==> config.mk <==
export PLATFORM = sky130hd
export DESIGN_NAME = mul_result_serializer_flat
export DESIGN_NICKNAME = d
export VERILOG_FILES = /design/src/rtl/mul_pkg.sv /design/src/rtl/mul_result_serializer_if.sv /design/src/rtl/rise_detect.sv /design/src/rtl/mul_result_serializer.sv /design/src/flat_wrapper.sv
export SDC_FILE = /design/constraint.sdc
export NUM_CORES = 1
export LEC_CHECK = 0
export CAP_MARGIN = 10
export CORE_UTILIZATION = 52
export CTS_BUF_LIST = sky130_fd_sc_hd__clkbuf_4
export DETAILED_ROUTE_END_ITERATION = 16
export GPL_TIMING_DRIVEN = 1
export PLACE_DENSITY = 0.82
export SLEW_MARGIN = 20
export SYNTH_ARGS = -nofsm -noshare
export SYNTH_HDL_FRONTEND = slang
export SYNTH_SLANG_ARGS = --single-unit
==> constraint.sdc <==
create_clock -name clk -period 1.79 [get_ports clk]
set_input_delay 0.4475 -clock clk [delete_from_list [all_inputs] [get_ports clk]]
set_output_delay 0.4475 -clock clk [all_outputs]
set_load 0.01 [all_outputs]
==> src/rtl/mul_pkg.sv <==
// Constants, product type and serializer state encoding shared by the
// multiplier, its result serializer and their benches.
package mul_pkg;

  localparam int unsigned PROD_W = 256;
  localparam int unsigned OUT_W  = 32;
  localparam int unsigned NWORDS = PROD_W / OUT_W;
  // The serializer assumes NWORDS >= 2 so that the index has at least one bit.
  localparam int unsigned IDX_W  = $clog2(NWORDS);

  localparam logic [IDX_W-1:0] LAST_IDX = IDX_W'(NWORDS - 1);

  typedef logic [PROD_W-1:0] prod_t;
  typedef logic [OUT_W-1:0]  word_t;

  typedef enum logic {StIdle, StSend} state_e;

endpackage

==> src/rtl/mul_result_serializer_if.sv <==
// Narrow valid/ready result stream carrying the product one word at a time.
interface mul_result_serializer_if;
  import mul_pkg::*;

  word_t dout;
  logic  dout_valid;
  logic  dout_ready;
  logic  dout_last;

  modport master (output dout, output dout_valid, output dout_last, input dout_ready);
  modport slave  (input dout, input dout_valid, input dout_last, output dout_ready);

endinterface

==> src/rtl/rise_detect.sv <==
// Rising-edge detector: a one-cycle-delayed copy of the level, and
// rise = level & ~level_d. A level already high after reset counts as a rise.
module rise_detect (
  input  logic clk,
  input  logic rst_n,
  input  logic level,
  output logic rise
);

  logic level_d;

  always_ff @(posedge clk or negedge rst_n) begin
    if (!rst_n) begin
      level_d <= 1'b0;
    end else begin
      level_d <= level;
    end
  end

  assign rise = level & ~level_d;

endmodule

==> src/rtl/mul_result_serializer.sv <==
// Captures the multiplier product on the rising edge of done and streams it
// LSW first as OUT_W-bit words; rises arriving while busy are dropped and flagged.
module mul_result_serializer
  import mul_pkg::*;
(
  input  logic                    clk,
  input  logic                    rst_n,
  input  logic                    done,
  input  prod_t                   yout,
  mul_result_serializer_if.master stream,
  output logic                    busy,
  output logic                    overrun
);

  state_e           state;
  prod_t            shreg;
  logic [IDX_W-1:0] idx;
  logic             valid_r;
  logic             last_r;
  logic             overrun_r;
  logic             rise;
  logic             hs;
  logic             hs_last;

  rise_detect u_rise_detect (
    .clk   (clk),
    .rst_n (rst_n),
    .level (done),
    .rise  (rise)
  );

  assign hs      = valid_r & stream.dout_ready;
  assign hs_last = hs & last_r;

  always_ff @(posedge clk or negedge rst_n) begin
    if (!rst_n) begin
      state     <= StIdle;
      shreg     <= '0;
      idx       <= '0;
      valid_r   <= 1'b0;
      last_r    <= 1'b0;
      overrun_r <= 1'b0;
    end else begin
      overrun_r <= 1'b0;
      unique case (state)
        StIdle: begin
          if (rise) begin
            shreg   <= yout;
            idx     <= '0;
            valid_r <= 1'b1;
            last_r  <= 1'b0;
            state   <= StSend;
          end
        end
        StSend: begin
          if (hs_last) begin
            // A rise coinciding with the final handshake chains straight on.
            if (rise) begin
              shreg  <= yout;
              idx    <= '0;
              last_r <= 1'b0;
            end else begin
              shreg   <= '0;
              idx     <= '0;
              valid_r <= 1'b0;
              last_r  <= 1'b0;
              state   <= StIdle;
            end
          end else begin
            if (hs) begin
              shreg  <= shreg >> OUT_W;
              idx    <= idx + 1'b1;
              last_r <= (idx == LAST_IDX - 1'b1);
            end
            if (rise) begin
              overrun_r <= 1'b1;
            end
          end
        end
        default: state <= StIdle;
      endcase
    end
  end

  // The current word always sits in the low slice of the shift register,
  // which is cleared whenever nothing is in flight.
  assign stream.dout       = shreg[OUT_W-1:0];
  assign stream.dout_valid = valid_r;
  assign stream.dout_last  = last_r;
  assign busy              = valid_r;
  assign overrun           = overrun_r;

endmodule

==> src/flat_wrapper.sv <==
// flat-port wrapper written by rule: the top's interface ports become plain ports
module mul_result_serializer_flat import mul_pkg::*;
  (clk, rst_n, done, yout, busy, overrun, stream_dout, stream_dout_valid, stream_dout_last, stream_dout_ready);
  mul_result_serializer_if stream_i ();
  input  logic clk;
  input  logic rst_n;
  input  logic done;
  input  prod_t yout;
  output logic busy;
  output logic overrun;
  output wire logic [$bits(stream_i.dout)-1:0] stream_dout;
  output wire logic [$bits(stream_i.dout_valid)-1:0] stream_dout_valid;
  output wire logic [$bits(stream_i.dout_last)-1:0] stream_dout_last;
  input wire logic [$bits(stream_i.dout_ready)-1:0] stream_dout_ready;
  assign stream_dout = stream_i.dout;
  assign stream_dout_valid = stream_i.dout_valid;
  assign stream_dout_last = stream_i.dout_last;
  assign stream_i.dout_ready = stream_dout_ready;
  mul_result_serializer u_core (.clk(clk), .rst_n(rst_n), .done(done), .yout(yout), .stream(stream_i), .busy(busy), .overrun(overrun));
endmodule
==> metrics <==
total congestion overflow=0; GPL Wtd Cong=0.8876; Die Wd=159.8 um; Area Growth Syn to Fin=34.99%; Seq/Total Area, Yosys=51.03%; IO Count=296; PD cells=1282 nW/um2; first-pass GRT wire length=64.24 mm; WP data arrival=2.34 ns; RSZ-0062 raised after global routing=true; Tcrit/Tclk final=101.4%; VDD IR max=607.8 uV; FF+latch count, synth=264; effective utilization at floorplan=53.07%; mean number of vias per cell=6.204; reg-to-reg critical path startpoint=u_core.state$_DFF_PN0_; utilization after layout=71.64%; Routed WL=40.14 mm; minimum clock period=1.816 ns; Critical-path top delay cell=dfrtp_4; crit path launch=u_core.state$_DFF_PN0_; area leader, netlist=dfrtp_1; Synth top area share=51.03%; count of clock tree sinks=264; dpl hpwl=27.51 mm; GRT Overall Usage=31.36%; largest net degree at the start of global routing=94; CP Launch Type=flop; Skew-Pair Late Insertion Delay=0.67 ns; max cap viols=0; Req. time, crit path=2.31 ns; CTS tree=yes; H-tree depth=3; Remaining DRCs=0; mapped cell area=12,940 um2; Net Count, Synth=1,640; Synth Instances=1,378; crit path cell chain=buf_4 > inv_6 > buf_12 > buf_4 > o21ai_0 > a31oi_1; leakage=7.141 nW; CP Max Fanout=26; drt initial violations=1,323; vias in the first global route=12.38k; hold crit path type=in -> async; die area=25,530 um2; Max Clock Skew=0.04416 ns; initial antenna violation count=1; Core Area=24,390 um2; Root Buffer=clkbuf_4; status=finished with violations; Final Hold Viols=0; synthesized area per cell=9.394 um2; Yosys warnings=0; Tightest Pin Transition=0.7204 ns; CP dominant cell by count=buf_4; failing checks=negative setup slack; synth unique cells=32; total number of vias=12.52k; Synth area leaders=dfrtp_1, a31oi_1, o21ai_0; total CTS buffers=71; nets=1,905; Final Non-Filler Cells=2,018; Site Rows=57; ratio of cells with drive above 1 in the final layout=14.90%; CP Capture Type=flop; Die H=159.8 um; Slew Viols, Final=0; Setup WS post-layout=-0.02555 ns; final setup fails=2; 1st-pass router iterations=8; Reg clk slew, reported paths=0.06 ns; Clock Tree Buf Depth=3; Max Freq=550.8 MHz; Final Power=22.41 mW; IO buf count=295; CP Class=reg -> reg; Slew HR=51.86%; Post-DRT Antenna Nets=0; max incr delay on CP=0.46 ns; Placed Cells=1,884; post-DR wirelength/cell=19.89 um
cells in the mapped netlist, drive strengths merged:
library cell,instances
a31oi,184
a2bb2oi,33
a21oi,2
or3b,1
nand2b,1
and2,10
ha,2
dfrtp,264
buf,117
clkbuf,92
a32oi,32
and4b,1
nand3b,1
and3,1
o21ai,215
nor3,182
inv,4
a221o,10
nand2,4
nand3,184
nor2,2
nor3b,1
a22o,33
a32o,1
and3b,1
layer usage:
metal / vias up / global-route usage (%) / share of wire (%)
met5: - / 0 / 0
met4: 0 / 12.47 / 3.2
met3: 106 / 6.961 / 8.9
met2: 693 / 51.03 / 48
met1: 5933 / 40.89 / 40
li1: 5787 / - / -
flip-flops by register name (all words and copies together) (netlist names):
name,count
u_core.shreg,256
u_core.idx,3
u_core.busy,1
u_core.overrun,1
u_core.state,1
u_core.stream.dout_last,1
u_core.u_rise_detect.level_d,1
critical path, delay by kind of cell, from the launching register on:
| family | cells | cell delay [ns] |
|---|---|---|
| DFF | 1 | 0.46 |
| buffers and inverters | 4 | 0.77 |
| AOI/OAI and AO/OA | 2 | 0.44 |
layout make-up:
type | instances | area, um2
flip-flops and latches | 264 | 6611
multi-input cells | 901 | 5270
clock inverters | 9 | 116.4
clock buffers | 112 | 840.8
fillers | 1842 | 6917
repair buffers | 401 | 4203
well taps | 324 | 405.4
inverters | 4 | 20.02
diodes | 3 | 7.507
timing repair:
item | 4_1_cts | 5_1_grt
buffers inserted | 6 | 3
hold endpoints to repair | 58 | 0
pin swaps | 0 | 1
hold buffers | 1 | 0
resized for setup | 82 | 22
setup endpoints to repair | 37 | 79
report_power, final:
part           switching, mW  internal [mW]
clock                   2.46           3.25
combinational           2.65           3.58
sequential              1.81           8.66
total                   6.92           15.5
path summary, 6_finish.rpt:
kind                            slack, ns  cells after the start                            end
worst max-delay path                -0.03                      6  u_core.shreg[147]$_DFFE_PN0P_
worst min-delay path                 0.30                      2   u_core.shreg[81]$_DFFE_PN0P_
worst max register to register      -0.03                      6  u_core.shreg[147]$_DFFE_PN0P_
worst min register to register       0.50                      1  u_core.shreg[251]$_DFFE_PN0P_
max in group asynchronous            0.89                      3  u_core.shreg[215]$_DFFE_PN0P_
min in group clk                     0.34                      3    u_core.shreg[3]$_DFFE_PN0P_
cells by family (layout without fill, tap and decap cells):
kind of cell	after synthesis	count (layout)	share of synthesized area, %
AO/OA/AOI/OAI	510	510	24.76
AND/OR/NAND/NOR	389	389	15.35
flip-flops	264	264	51.03
buffers and inverters	213	526	8.660
adder cells (fa/ha/maj)	2	2	0.1933
other	0	3	0
through the flow:
stage | area [um2] | setup WS (ns) | TNS, ns | hold WS (ns)
5_1_grt | 17470 | -0.05332 | -1.025 | 0.2898
3_3_place_gp | 16420 | -0.3966 | -79.79 | 0.3803
4_1_cts | 17440 | 0.0008982 | 0 | 0.2585
6_report | 17470 | -0.02555 | -0.03013 | 0.3011
3_5_place_dp | 16420 | -0.4309 | -88.14 | 0.3795
2_1_floorplan | 12940 | 0.2118 | 0 | 0.1519
layout by cell type (no fill, tap or decap), types with 2 or more instances in the layout:
| cell | n |
|---|---|
| clkbuf_4 | 112 |
| ha_1 | 2 |
| a31oi_1 | 184 |
| inv_1 | 3 |
| clkinv_1 | 3 |
| nand3_1 | 183 |
| a22o_1 | 33 |
| bufinv_16 | 3 |
| buf_12 | 31 |
| a221o_1 | 10 |
| and2_1 | 10 |
| nor3_1 | 182 |
| a32oi_1 | 32 |
| buf_6 | 7 |
| diode_2 | 3 |
| buf_16 | 4 |
| clkdlybuf4s50_1 | 258 |
| o21ai_0 | 215 |
| clkdlybuf4s15_2 | 6 |
| nand2_1 | 3 |
| dfrtp_1 | 262 |
| buf_4 | 65 |
| inv_2 | 2 |
| clkdlybuf4s15_1 | 18 |
| a2bb2oi_1 | 33 |
| clkbuf_2 | 10 |
Power figures use the tool's default switching activity.
